### src/rtl/huffman_decoder.sv
// Serial MSB-first Huffman codeword decoder with a 6-entry loadable code table.
// Emits symbol indices 1..6 over a valid/ready handshake and flags undecodable runs.
module huffman_decoder #(
  parameter int MAX_LEN = 8,
  parameter int CNT_W   = 16
) (
  input  logic               clk,
  input  logic               reset,
  input  logic               code_valid,
  input  logic [MAX_LEN-1:0] HC1,
  input  logic [MAX_LEN-1:0] HC2,
  input  logic [MAX_LEN-1:0] HC3,
  input  logic [MAX_LEN-1:0] HC4,
  input  logic [MAX_LEN-1:0] HC5,
  input  logic [MAX_LEN-1:0] HC6,
  input  logic [MAX_LEN-1:0] M1,
  input  logic [MAX_LEN-1:0] M2,
  input  logic [MAX_LEN-1:0] M3,
  input  logic [MAX_LEN-1:0] M4,
  input  logic [MAX_LEN-1:0] M5,
  input  logic [MAX_LEN-1:0] M6,
  input  logic               bit_valid,
  input  logic               bit_in,
  output logic               bit_ready,
  output logic               sym_valid,
  output logic [7:0]         sym_data,
  input  logic               sym_ready,
  output logic               err,
  output logic [CNT_W-1:0]   sym_count
);

  // state | meaning
  // EMPTY | no code table loaded, bits refused
  // RUN   | table loaded, decoding incoming bits
  localparam logic [0:0] S_EMPTY = 1'b0;
  localparam logic [0:0] S_RUN   = 1'b1;
  localparam int LW = $clog2(MAX_LEN + 1);

  logic [0:0]         r_state;
  logic [MAX_LEN-1:0] r_hc [6];
  logic [MAX_LEN-1:0] r_m  [6];
  logic [LW-1:0]      r_l  [6];
  logic [MAX_LEN-1:0] r_shreg;
  logic [LW-1:0]      r_len;
  logic               r_sym_valid;
  logic [7:0]         r_sym_data;
  logic               r_err;
  logic [CNT_W-1:0]   r_sym_count;

  logic [MAX_LEN-1:0] w_hc_in [6];
  logic [MAX_LEN-1:0] w_m_in  [6];
  logic [MAX_LEN-1:0] w_nshreg;
  logic [LW-1:0]      w_nlen;
  logic               w_bit_ready;
  logic               w_accept;
  logic               w_consume;
  logic               w_match;
  logic [2:0]         w_idx;

  function automatic logic [LW-1:0] f_popcount(input logic [MAX_LEN-1:0] m);
    logic [LW-1:0] c;
    c = '0;
    for (int k = 0; k < MAX_LEN; k++) c = c + LW'(m[k]);
    return c;
  endfunction

  assign w_hc_in[0] = HC1;
  assign w_hc_in[1] = HC2;
  assign w_hc_in[2] = HC3;
  assign w_hc_in[3] = HC4;
  assign w_hc_in[4] = HC5;
  assign w_hc_in[5] = HC6;
  assign w_m_in[0]  = M1;
  assign w_m_in[1]  = M2;
  assign w_m_in[2]  = M3;
  assign w_m_in[3]  = M4;
  assign w_m_in[4]  = M5;
  assign w_m_in[5]  = M6;

  // A stalled output symbol blocks new bits so no decoded symbol is ever dropped.
  assign w_bit_ready = (r_state == S_RUN) && !(r_sym_valid && !sym_ready);
  assign w_accept    = bit_valid && w_bit_ready;
  assign w_consume   = r_sym_valid && sym_ready;
  assign w_nshreg    = {r_shreg[MAX_LEN-2:0], bit_in};
  assign w_nlen      = r_len + LW'(1);

  // Scan downward so the lowest matching index is the one left standing.
  always_comb begin
    w_match = 1'b0;
    w_idx   = 3'd0;
    for (int i = 5; i >= 0; i--) begin
      if (r_m[i] != '0 && w_nlen == r_l[i] && (w_nshreg & r_m[i]) == r_hc[i]) begin
        w_match = 1'b1;
        w_idx   = 3'(i + 1);
      end
    end
  end

  always_ff @(posedge clk or negedge reset) begin
    if (!reset) begin
      r_state     <= S_EMPTY;
      r_shreg     <= '0;
      r_len       <= '0;
      r_sym_valid <= 1'b0;
      r_sym_data  <= '0;
      r_err       <= 1'b0;
      r_sym_count <= '0;
      for (int i = 0; i < 6; i++) begin
        r_hc[i] <= '0;
        r_m[i]  <= '0;
        r_l[i]  <= '0;
      end
    end else begin
      r_err <= 1'b0;
      if (w_consume) begin
        r_sym_count <= r_sym_count + CNT_W'(1);
        r_sym_valid <= 1'b0;
      end
      if (code_valid) begin
        r_state <= S_RUN;
        r_shreg <= '0;
        r_len   <= '0;
        for (int i = 0; i < 6; i++) begin
          r_hc[i] <= w_hc_in[i];
          r_m[i]  <= w_m_in[i];
          r_l[i]  <= f_popcount(w_m_in[i]);
        end
      end else if (w_accept) begin
        if (w_match) begin
          r_sym_valid <= 1'b1;
          r_sym_data  <= 8'(w_idx);
          r_shreg     <= '0;
          r_len       <= '0;
        end else if (w_nlen == LW'(MAX_LEN)) begin
          r_err   <= 1'b1;
          r_shreg <= '0;
          r_len   <= '0;
        end else begin
          r_shreg <= w_nshreg;
          r_len   <= w_nlen;
        end
      end
    end
  end

  assign bit_ready = w_bit_ready;
  assign sym_valid = r_sym_valid;
  assign sym_data  = r_sym_data;
  assign err       = r_err;
  assign sym_count = r_sym_count;

endmodule

### config.mk
export PLATFORM = sky130hd
export DESIGN_NAME = huffman_decoder
export DESIGN_NICKNAME = d
export VERILOG_FILES = /design/src/rtl/huffman_decoder.sv
export SDC_FILE = /design/constraint.sdc
export NUM_CORES = 1
export LEC_CHECK = 0
export BUFFER_PORTS_ARGS = -buffer_cell sky130_fd_sc_hd__buf_4
export CORE_ASPECT_RATIO = 1.1
export CORE_UTILIZATION = 45
export DETAILED_ROUTE_END_ITERATION = 10
export PLACE_DENSITY = 0.72
export SLEW_MARGIN = 20
export SYNTH_ARGS = -nofsm -noshare
export SYNTH_HDL_FRONTEND = slang
export SYNTH_SLANG_ARGS = --single-unit
export TNS_END_PERCENT = 10
### constraint.sdc
create_clock -name clk -period 2.9 [get_ports clk]
set_clock_uncertainty 0.2 [all_clocks]
set_input_delay 0.29 -clock clk [delete_from_list [all_inputs] [get_ports clk]]
set_output_delay 0.29 -clock clk [all_outputs]
set_load 0.1 [all_outputs]
==> key figures <==
Logic synthesis
  • Syn. warnings: 0
  • Syn Inst Count: 703
  • Syn Area/Cell: 11.8 sq um
  • Top cells by area, synth: dfrtp_1, mux2_2, fa_1
  • Number of flops mapped to enable cells by yosys: 0
  • Seq cells post-synth: 153
  • Number of distinct library cells after synthesis: 55
  • Most common flop cell mapped by yosys: dfrtp_1
  • Share of the synthesized area in the top cell type: 46.1%
  • Cell Area, Synth: 8300 sq um
  • Count leader, synth: dfrtp_1
  • Ys async rst share: 100%
  • Synth area leader: dfrtp_1
  • Sequential share of the synthesized area: 46.1%
  • Most instantiated cells after synthesis: dfrtp_1, mux2_2, inv_1

Setup path
  • CP max stage delay: 0.55 ns
  • CP max FO: 2
  • Worst path bufs/invs: 5
  • Critical-path cell list: dlygate4sd3_1, buf_4, inv_2, fa_1, fa_1, inv_1, ha_2, inv_1, fa_2, xnor2_1, mux2_2
  • Critical Path RT: 3.01 ns
  • CP top delay family: adder cells
  • CP Class: input pin to flip-flop
  • Slowest cell on crit path: fa_1
  • Element type at the critical path start: input pin
  • Critical Path AT: 2.99 ns
  • Worst setup EP type: flip-flop

Placement
  • Post-Place Cells: 1068
  • # port buffers: 123
  • Hpwl dp: 13600 microns
  • Placer Congestion: 0.823

Drt
  • Via-to-Cell Ratio: 5.11
  • Residual DRC: 0
  • Wire per inst: 16.5 microns
  • Detailed router's first-iteration violation count: 248
  • Routed Antenna Nets: 0
  • 1st-pass router iterations: 4
  • DRT Wirelength: 19700 microns
  • DR vias: 6125

Layout
  • Syn-to-layout area delta: 35.0%
  • Filler cells: 1450
  • Final #Nets: 1093
  • N_diodes: 0
  • Register Area: 3830 sq um
  • Post-Layout Cell Count: 1198
  • Area of the multi-input gates: 4040 sq um
  • Share of cells above drive strength 1: 34.2%

STA
  • Rel. slew slack: 62.2%
  • Final Hold Viols: 0
  • Fmax: 347 MHz
  • Worst slew pin tran: 0.568 ns
  • RSZ-0062 raised after global routing: true
  • Fin crit period: 2.88 ns
  • Pins Over Slew Limit: 0
  • Final setup viols: 0
  • Tcrit/Tclk final: 99.4%

Pwr
  • Overall power: 6200 uW
  • Lkg Pwr: 0.00507 uW
  • Power Density: 554 nW/um^2
  • Highest ir drop seen on vdd: 0.000454 V

Global routing
  • Largest net degree at the start of global routing: 74
  • Vias in the first global route: 6339
  • Total GRT Usage: 22.4%
  • Global-route wire length before repair: 32600 microns
  • Grt ovf: 0
  • Antenna violations before repair: 0

Floorplan
  • Die height: 144 microns
  • Die Area: 19000 sq um
  • Chip Width: 131 microns
  • # IOs: 129
  • Floorplan row count: 51
  • Area of the core: 17900 sq um
  • Initial Util: 46.5%

Run status
  • Outcome: finished, final reports clean

Clocking
  • Clock root cell: clkbuf_16
  • TritonCTS Buffers: 17
  • CTS sink cnt: 153
  • Clk Latency, worst-skew pair: 0.43 ns
  • Setup bufs post-CTS: 0
  • H-Tree Depth: 4
  • Clock Path Buffers: 2
  • Reg clk slew, reported paths: 0.07 ns
  • CTS tree: built

Min path
  • Hold Path Class: input pin to flip-flop

Job
  • Max Cap Viol: 0
## cell families after synthesis
kind of cell / synth area share, %
buf+inv: 5.79
simple gates: 9.72
mux: 15.5
fa+ha+maj: 8.80
compound gates: 4.85
flops: 46.1
other cells: 0.0452
xor+xnor: 9.13
## what timing repair did
item,4_1_cts,5_1_grt
resized for setup,0,8
hold endpoints to repair,153,0
hold buffers,98,0
endpoints found under the setup margin,0,14
## worst paths after layout
kind                       depth (start not counted)            end  slack (ns)      start
setup / recovery                                  11        r_l[18]        0.02      M2[5]
hold / removal                                     4    sym_data[1]        0.13  bit_valid
setup reg to reg                                  10       r_len[3]        0.17   r_len[1]
hold reg to reg                                    1        r_state        0.27    r_state
max in group asynchronous                          3  sym_count[12]        1.58      reset
min in group asynchronous                          2       r_hc[38]        0.22      reset
## metal layers
layer  part of all wire (%)  vias to the layer above  GRT usage, %  wire [microns]
li1                       -                     2894             -               -
met1                     43                     3033          27.6            8460
met2                     50                      160          38.7            9880
met3                    4.1                       38          3.82             812
met4                    2.8                        0          10.2             552
met5                      0                        -             0               0
## placed cells by master (no fill, tap or decap), drive strengths merged, types with 9 or more instances in the layout
| master | count |
|---|---|
| mux2 | 110 |
| clkbuf | 21 |
| ha | 20 |
| nand3 | 14 |
| dfrtp | 153 |
| nand2 | 53 |
| nor2 | 12 |
| inv | 74 |
| a21oi | 22 |
| xor2 | 42 |
| fa | 24 |
| and3 | 15 |
| xnor2 | 39 |
| dlygate4sd3 | 98 |
| nand4 | 17 |
| nor4 | 12 |
| a32o | 9 |
| buf | 156 |
| o22ai | 13 |
## registers in the layout, indices dropped and copies added, names as in the netlist
| register | flops |
|---|---|
| sym_data | 3 |
| r_shreg | 7 |
| r_state | 1 |
| r_len | 4 |
| err | 1 |
| r_m | 48 |
| sym_count | 16 |
| r_l | 24 |
| sym_valid | 1 |
| r_hc | 48 |
## where the power goes
part	switching (uW)	total, uW	leakage, uW	internal (uW)
sequential	217	2630	0.00187	2410
combinational	650	1390	0.00293	738
clock	925	2190	0.000277	1260
total	1790	6200	0.00507	4410
## worst register-to-register path: stages (launching register included)
cell	delay, ns
dfrtp_1	0.39
ha_1	0.22
xor2_2	0.24
buf_6	0.20
xor2_1	0.08
a211o_1	0.24
nor4_2	0.28
buf_4	0.17
nor3_2	0.05
and3_2	0.28
a32o_2	0.28
## through the flow
stage	utilization (%)	hold WS, ns	setup TNS [ns]	setup slack (ns)	instance area [sq um]
2_1_floorplan	-	-0.206	-0.594	-0.0997	8330
3_3_place_gp	53.8	0.114	-2.67	-0.286	9610
5_1_grt	62.7	0.161	-0.119	-0.0372	11200
3_5_place_dp	53.8	0.105	-3.10	-0.333	9610
4_1_cts	62.6	0.114	0	0.0508	11200
6_report	62.7	0.126	0	0.0172	11200
## layout make-up
type                            instances  area share, %
Clock buffer                           21           4.20
Multi-Input combinational cell        450           36.1
Sequential cell                       153           34.2
Inverter                               71           2.38
Tap cell                              238           2.66
Clock inverter                         11           1.02
Timing Repair Buffer                  254           19.5
Note: power is estimated with default switching activity, not from simulation.
